## config.mk

```make
export PLATFORM = sky130hd
export DESIGN_NAME = stack_sequencer
export DESIGN_NICKNAME = d
export VERILOG_FILES = /design/src/rtl/stack_sequencer.sv
export SDC_FILE = /design/constraint.sdc
export NUM_CORES = 1
export LEC_CHECK = 0
export ABC_AREA = 1
export CAP_MARGIN = 25
export CELL_PAD_IN_SITES_DETAIL_PLACEMENT = 0
export CELL_PAD_IN_SITES_GLOBAL_PLACEMENT = 1
export CORE_ASPECT_RATIO = 0.7
export CORE_UTILIZATION = 25
export CTS_CLUSTER_SIZE = 14
export DETAILED_ROUTE_END_ITERATION = 8
export GPL_ROUTABILITY_DRIVEN = 0
export PLACE_DENSITY_LB_ADDON = 0.1
export SYNTH_ARGS = -nofsm -noshare
export SYNTH_HDL_FRONTEND = slang
export SYNTH_SLANG_ARGS = --single-unit
```

## constraint.sdc

```tcl
create_clock -name clk -period 2.4 [get_ports clk]
set_input_delay 0.48 -clock clk [delete_from_list [all_inputs] [get_ports clk]]
set_output_delay 0.48 -clock clk [all_outputs]
set_load 0.01 [all_outputs]
```

## src/rtl/stack_sequencer.sv

```systemverilog
// rtl/stack_sequencer.sv - PUSH/POP sequencer driving register-file and byte-memory ports
// Owns the regfile/memory ports while busy; all outputs are decoded from the current state.
module stack_sequencer #(
    parameter logic [3:0] SP_IDX = 4'd10
) (
    input  logic        clk,
    input  logic        rst,
    input  logic        start,
    input  logic        op,
    input  logic [3:0]  rp,
    output logic        busy,
    output logic        done,
    output logic [4:0]  rf_read_sel,
    input  logic [15:0] rf_out,
    output logic [4:0]  rf_write_sel,
    output logic        rf_write_en,
    output logic [15:0] rf_data_in,
    output logic [1:0]  rf_ext_op,
    output logic [15:0] mem_addr,
    output logic [7:0]  mem_wdata,
    output logic        mem_we,
    output logic        mem_re,
    input  logic [7:0]  mem_rdata,
    input  logic        mem_ready
);

    typedef enum logic [3:0] {
        S_IDLE, S_LATCH, S_DEC1, S_WR_HI, S_DEC2, S_WR_LO,
        S_RD_LO, S_INC1, S_RD_HI, S_INC2, S_WB, S_DONE
    } state_t;

    localparam logic [1:0] EXT_INC = 2'b01;
    localparam logic [1:0] EXT_DCR = 2'b10;
    localparam logic [4:0] SP_SEL  = {1'b1, SP_IDX};

    state_t      state_q, state_d;
    logic [3:0]  rp_q, rp_d;
    logic [15:0] data_q, data_d;
    logic [7:0]  lo_q, lo_d;
    logic [7:0]  hi_q, hi_d;

    always_ff @(posedge clk) begin
        if (rst) begin
            state_q <= S_IDLE;
            rp_q    <= 4'd0;
            data_q  <= 16'd0;
            lo_q    <= 8'd0;
            hi_q    <= 8'd0;
        end else begin
            state_q <= state_d;
            rp_q    <= rp_d;
            data_q  <= data_d;
            lo_q    <= lo_d;
            hi_q    <= hi_d;
        end
    end

    assign busy = (state_q != S_IDLE);

    always_comb begin
        state_d      = state_q;
        rp_d         = rp_q;
        data_d       = data_q;
        lo_d         = lo_q;
        hi_d         = hi_q;
        done         = 1'b0;
        rf_read_sel  = 5'd0;
        rf_write_sel = 5'd0;
        rf_write_en  = 1'b0;
        rf_data_in   = 16'd0;
        rf_ext_op    = 2'b00;
        mem_addr     = 16'd0;
        mem_wdata    = 8'd0;
        mem_we       = 1'b0;
        mem_re       = 1'b0;

        case (state_q)
            S_IDLE: begin
                if (start) begin
                    rp_d    = rp;
                    state_d = op ? S_RD_LO : S_LATCH;
                end
            end
            S_LATCH: begin
                rf_read_sel = {1'b1, rp_q};
                data_d      = rf_out;
                state_d     = S_DEC1;
            end
            S_DEC1, S_DEC2: begin
                rf_write_sel = SP_SEL;
                rf_ext_op    = EXT_DCR;
                state_d      = (state_q == S_DEC1) ? S_WR_HI : S_WR_LO;
            end
            // SP was already decremented, so the byte lands at the new SP
            S_WR_HI, S_WR_LO: begin
                rf_read_sel = SP_SEL;
                mem_addr    = rf_out;
                mem_wdata   = (state_q == S_WR_HI) ? data_q[15:8] : data_q[7:0];
                mem_we      = 1'b1;
                if (mem_ready) begin
                    state_d = (state_q == S_WR_HI) ? S_DEC2 : S_DONE;
                end
            end
            S_RD_LO, S_RD_HI: begin
                rf_read_sel = SP_SEL;
                mem_addr    = rf_out;
                mem_re      = 1'b1;
                if (mem_ready) begin
                    if (state_q == S_RD_LO) begin
                        lo_d    = mem_rdata;
                        state_d = S_INC1;
                    end else begin
                        hi_d    = mem_rdata;
                        state_d = S_INC2;
                    end
                end
            end
            S_INC1, S_INC2: begin
                rf_write_sel = SP_SEL;
                rf_ext_op    = EXT_INC;
                state_d      = (state_q == S_INC1) ? S_RD_HI : S_WB;
            end
            S_WB: begin
                rf_write_en  = 1'b1;
                rf_write_sel = {1'b1, rp_q};
                rf_data_in   = {hi_q, lo_q};
                state_d      = S_DONE;
            end
            S_DONE: begin
                done    = 1'b1;
                state_d = S_IDLE;
            end
            default: state_d = S_IDLE;
        endcase
    end

endmodule

```

== Yosys cells after proc, flatten, opt, wreduce, memory -nomap -nowiden ==
Cells that the tools add are included.
Widths: inputs -> output; s select.
Storage, ports and cells
  flip-flop bits (word level): 40
  bits in latches: 0
  bits in writable memories: 0
  memory bits (read-only): 0
  bits of input ports: 33
  output and inout bits: 57
  word-level logic and storage cells: 52
  memories kept: 0
Operators by class
  add/subtract/negate cells: 0
  $mul: 0
  divide/modulo/power cells: 0
  magnitude comparators: 0
  equality and inequality tests: 14
  shifts and indexed selects: 0
  muxes and demuxes: 20
  bitwise logic cells: 1
  reductions and logical operators: 12
Operators with widths (count)
  $mux 16: 2
  $pmux 4 s7: 1
  $mux 4: 5
  $pmux 5 s2: 2
  $eq 4x3->1 const B: 4
  $eq 4x4->1 const B: 4
  $mux 8: 2
  $reduce_and 3->1: 3
  $eq 4x2->1 const B: 2
  $reduce_or 2->1: 4
  $reduce_or 4->1: 2
  $mux 3: 2
  $ne 2x2->1 const B: 3
  $eq 4x1->1 const B: 1
  $logic_not 4->1: 1
  $mux 1: 4
  $pmux 2 s2: 1
  $reduce_bool 4->1: 1
  $mux 2: 1
  $reduce_and 2->1: 1
  $not 1->1: 1

== Longest topological paths before layout ==
  word-level depth: 4
  mapped depth: 10
  gate-level depth less buffers: 9

== Worst setup path before layout ==
No wires, ideal clock.
  path type: reg-to-output
  from: reg state_q[0]
  to: out rf_write_sel[1]
  arrival: 1.267 ns
  required time: 1.920 ns
  path slack: 0.653 ns
  stages on the path, launching flop included: 8
  path buffers: 1
  path through: dfxtp_1 inv_2 nor2_4 buf_4 nand2_1 o21ai_0 nor2_1 o21ai_0
Between the ends
  longest elaborated chain between the ends: 3
  elaborated cells on any way between the ends: 7
  those cells by class: 5 x eq/ne; 1 x mux; 1 x reduce/logical
Ends and longest elaborated chain
  start, declared: RTL line 36  | state_t state_q, state_d;
  start signal, assigned: RTL line 50  | state_q <= state_d;
  $eq 4x2->1, or another cell as far along: RTL line 77  | case (state_q)
  $reduce_or 4->1 (no line)
  $pmux 5 s2 (*): RTL line 77
  end, declared: RTL line 15  | output logic [4:0] rf_write_sel,
Mark *: on every way between the ends. The rest lies on a longest branch, timed or not.

== Worst setup path after layout ==
  from: reg state_q[1]
  to: out rf_data_in[12]
Between the ends
  longest elaborated chain between the ends: 2
Ends and longest elaborated chain
  $eq 4x4->1: RTL line 77
  $mux 16: RTL line 77
  end, declared: RTL line 17  | output logic [15:0] rf_data_in,
Every way passes these cells.

==> impl_results.rst <==
.. list-table::
   :header-rows: 1

   * - Metric
     - Value
   * - First-pass GRT wire length
     - 10.5 mm
   * - Count of pins on the block boundary
     - 90
   * - Maximum number of pins on one net before global-route repair
     - a little over 40
   * - Final critical delay including setup and external delays
     - approximately 2.3 ns
   * - Fin. Hold Viols
     - 0
   * - Share of the synthesized area in compound gates (AO/OA/AOI/OAI)
     - 19.8%
   * - Area growth syn-to-layout
     - 60.4%
   * - Pins over their slew limit
     - 0
   * - Largest vdd supply drop
     - 0.621 mV
   * - Max_cap viols
     - 0
   * - Highest fanout seen on the critical path
     - 23
   * - Most used standard cell by instance count after synthesis
     - sky130_fd_sc_hd__nor2_1
   * - Fmax
     - 0.431 GHz
   * - R2r startpoint
     - state_q[0]
   * - Instance area at placement
     - about 3000 um2
   * - Outcome
     - finished, final reports clean
   * - Worst min-delay path class
     - flop to flop
   * - Final Setup Violations
     - 0
   * - Remaining antenna violation count after routing
     - 0
   * - Largest clock skew in the final design
     - 0.00594 ns
   * - Post-synthesis cell type count
     - 22
   * - H-tree depth reported by CTS
     - 2
   * - 1st-pass router iterations
     - 4
   * - Yosys warnings
     - 0
   * - Lkg Pwr
     - ~1.7 nW
   * - Diodes inserted
     - 0
   * - Kind of start point of the critical path
     - flop
   * - Filler cell count in the final layout
     - between 800 and 900
   * - Proportion of register bits with asynchronous set or reset after synthesis
     - 0%
   * - Number of nets in the layout
     - 428
   * - Endpoint class of the critical path
     - output pin
   * - Vias in the first global route
     - 2095
   * - Root Driver
     - sky130_fd_sc_hd__clkbuf_16
   * - Multiplexer share of the synthesized area
     - 0%
   * - Synthesized-area fraction occupied by xor and xnor cells
     - 0%
   * - Avg Synthesized Cell Area
     - between 6 and 7 um2
   * - Slew at the pin closest to its max-slew limit
     - 0.443 ns
   * - Syn Inst Count
     - roughly 300
   * - Die Y
     - roughly 77 um
   * - Die area
     - about 8400 um2
   * - Worst Setup SP
     - state_q[1]
   * - Number of enable-type register cells in the synthesized netlist
     - 0
   * - Number of buffers between clock root and the deepest sink
     - 2
   * - Per-cell via count in the routed design
     - between 4 and 5
   * - Routed wire per std cell
     - 12.9 um
   * - Clock slew seen by the registers of the worst setup and hold paths
     - 0.06 ns
   * - Hpwl dp
     - 4.72 mm
   * - Simple-Gate Fraction of Synth Area
     - 27.2%
   * - Overall Global Routing Usage
     - 16.0%
   * - TritonCTS clock tree
     - done
   * - Share of the synthesized area in the top cell type
     - 39.7%
   * - Post-Synth Adder-Cell Area
     - 0%
   * - Yosys reg bits
     - 40
   * - # rows
     - 26
   * - Share of the clock period used by the worst path after layout
     - 96.8%
   * - Seq/Total Area, Yosys
     - 39.7%
   * - Area of the mapped netlist
     - around 2000 um2
   * - Top cell types by occurrence after synthesis
     - sky130_fd_sc_hd__nor2_1, sky130_fd_sc_hd__inv_1, sky130_fd_sc_hd__o21ai_0
   * - Quantity of I/O buffers inserted on ports
     - 89
   * - Worst hold path startpoint
     - hi_q[2]
   * - Violation count after the first detailed-routing iteration
     - 71
   * - Routed Wire Length
     - 6.38 mm
   * - Total power divided by cell area
     - 1030 nW/um2
   * - Combinational family with the most area after synthesis
     - simple AND/OR/NAND/NOR gates
   * - Most area-consuming cells after synthesis
     - sky130_fd_sc_hd__dfxtp_1, sky130_fd_sc_hd__nor2_1, sky130_fd_sc_hd__o21ai_0, sky130_fd_sc_hd__a21oi_1, sky130_fd_sc_hd__inv_1
   * - Worst endpoint required time
     - between 1.5 and 2 ns
   * - Final Cell Area
     - 3240 um2
   * - Via Count
     - around 2.1k
   * - Overflow left after global routing
     - 0
   * - Starting utilization of the core area
     - 26.7%
   * - DRC viols
     - 0
   * - Number of sinks on the clock net
     - 40
   * - Worst skew pair latency
     - ~0.28 ns
   * - Primary flip-flop cell chosen by synthesis mapping
     - sky130_fd_sc_hd__dfxtp_1
   * - Biggest area consumer among synthesized cells
     - sky130_fd_sc_hd__dfxtp_1
   * - Setup TNS Final
     - 0 ns
   * - Core area
     - 7550 um2
   * - Number of buffers created by CTS
     - 5
   * - Antenna violations before repair
     - 0
   * - Category of the most critical setup path
     - flop to output pin
   * - Overall die width
     - 109 um
   * - Data arrival time of the critical path
     - ~1.8 ns
   * - Post-synth net total
     - 337
   * - Ratio of cells with drive above 1 in the final layout
     - 10.6%
   * - Worst slew margin relative to its limit
     - 70.4%
==> state kept, by name, summed over array words and instances, names as in the netlist <==
name,cells
data_q,16
lo_q,8
rp_q,4
state_q,4
hi_q,8
==> final cells by class <==
| type | count | area (um2) | share of cell area, % |
|---|---|---|---|
| clock buffer | 5 | 125 | 3.87 |
| clock inverter | 2 | 12.5 | 0.387 |
| inverter | 50 | 188 | 5.80 |
| multi-input combinational | 199 | 975 | 30.1 |
| sequential | 40 | 813 | 25.1 |
| tap | 98 | 123 | 3.79 |
| timing repair buffer | 99 | 1000 | 30.9 |
==> repair_timing <==
action,CTS,global route
setup endpoints to repair,50,31
hold buffers,0,0
setup buffers,2,0
pin swaps,1,1
gates resized for setup,26,22
cloned,0,0
==> power by group <==
part | switching, mW | internal (mW)
combinational | 0.986 | 0.745
clock | 0.249 | 0.377
sequential | 0.116 | 0.847
total | 1.35 | 1.97
==> critical path, cell delays in order, from the launching register on <==
cell and delay, ns:
sky130_fd_sc_hd__dfxtp_4 0.38, sky130_fd_sc_hd__inv_1 0.09, sky130_fd_sc_hd__nor2_4 0.14, sky130_fd_sc_hd__nand2_1 0.09
sky130_fd_sc_hd__buf_6 0.18, sky130_fd_sc_hd__nor2_1 0.13, sky130_fd_sc_hd__clkdlybuf4s50_1 0.55
==> final timing paths <==
check | depth (start not counted) | slack, ns | to
max | 6 | 0.08 | rf_data_in[12]
min reg2reg | 2 | 0.45 | hi_q[2]
max reg2reg | 6 | 0.89 | data_q[3]
min | 2 | 0.45 | hi_q[2]
==> metal layers <==
layer	track usage [%]	routed length [um]	up-vias	part of all wire, %
met2	22.3	2510	55	39
met4	2.40	36	0	0.56
li1	-	-	1138	-
met1	24.4	3490	934	55
met5	0	0	-	0
met3	4.34	344	4	5.4
==> kinds of logic (layout without fill, tap and decap cells) <==
group / Yosys count / count (layout)
flip-flops: 40 / 40
buffers and inverters: 65 / 156
AND/OR/NAND/NOR: 120 / 120
AO/OA/AOI/OAI: 79 / 79
==> through the flow <==
stage	util (%)	total power, mW	hold slack [ns]	worst slack [ns]	cells
after floorplan	-	1.91	0.430	0.653	304
after global placement	40.0	2.70	0.439	0.0873	484
after detailed placement	40.0	2.70	0.446	0.0880	484
after CTS	42.1	3.33	0.455	-0.0182	493
after global routing	42.9	3.59	0.473	-0.000642	493
final	42.9	3.32	0.454	0.0779	493
==> cells in the final DEF, fill, tap and decap left out, types with 5 or more instances in the layout <==
cell type                         netlist  layout
sky130_fd_sc_hd__buf_4                  3       8
sky130_fd_sc_hd__nor2_4                 3       6
sky130_fd_sc_hd__clkbuf_16              0       5
sky130_fd_sc_hd__nor2_1                56      52
sky130_fd_sc_hd__clkdlybuf4s50_1        0      58
sky130_fd_sc_hd__a21oi_1               36      36
sky130_fd_sc_hd__nand2_1               32      31
sky130_fd_sc_hd__dlymetal6s2s_1         0      15
sky130_fd_sc_hd__o21ai_0               41      40
sky130_fd_sc_hd__nand3_1               17      17
sky130_fd_sc_hd__dfxtp_1               40      36
sky130_fd_sc_hd__dlygate4sd2_1          0      16
sky130_fd_sc_hd__inv_1                 46      46
No activity file was read; power rests on OpenSTA's default activity.
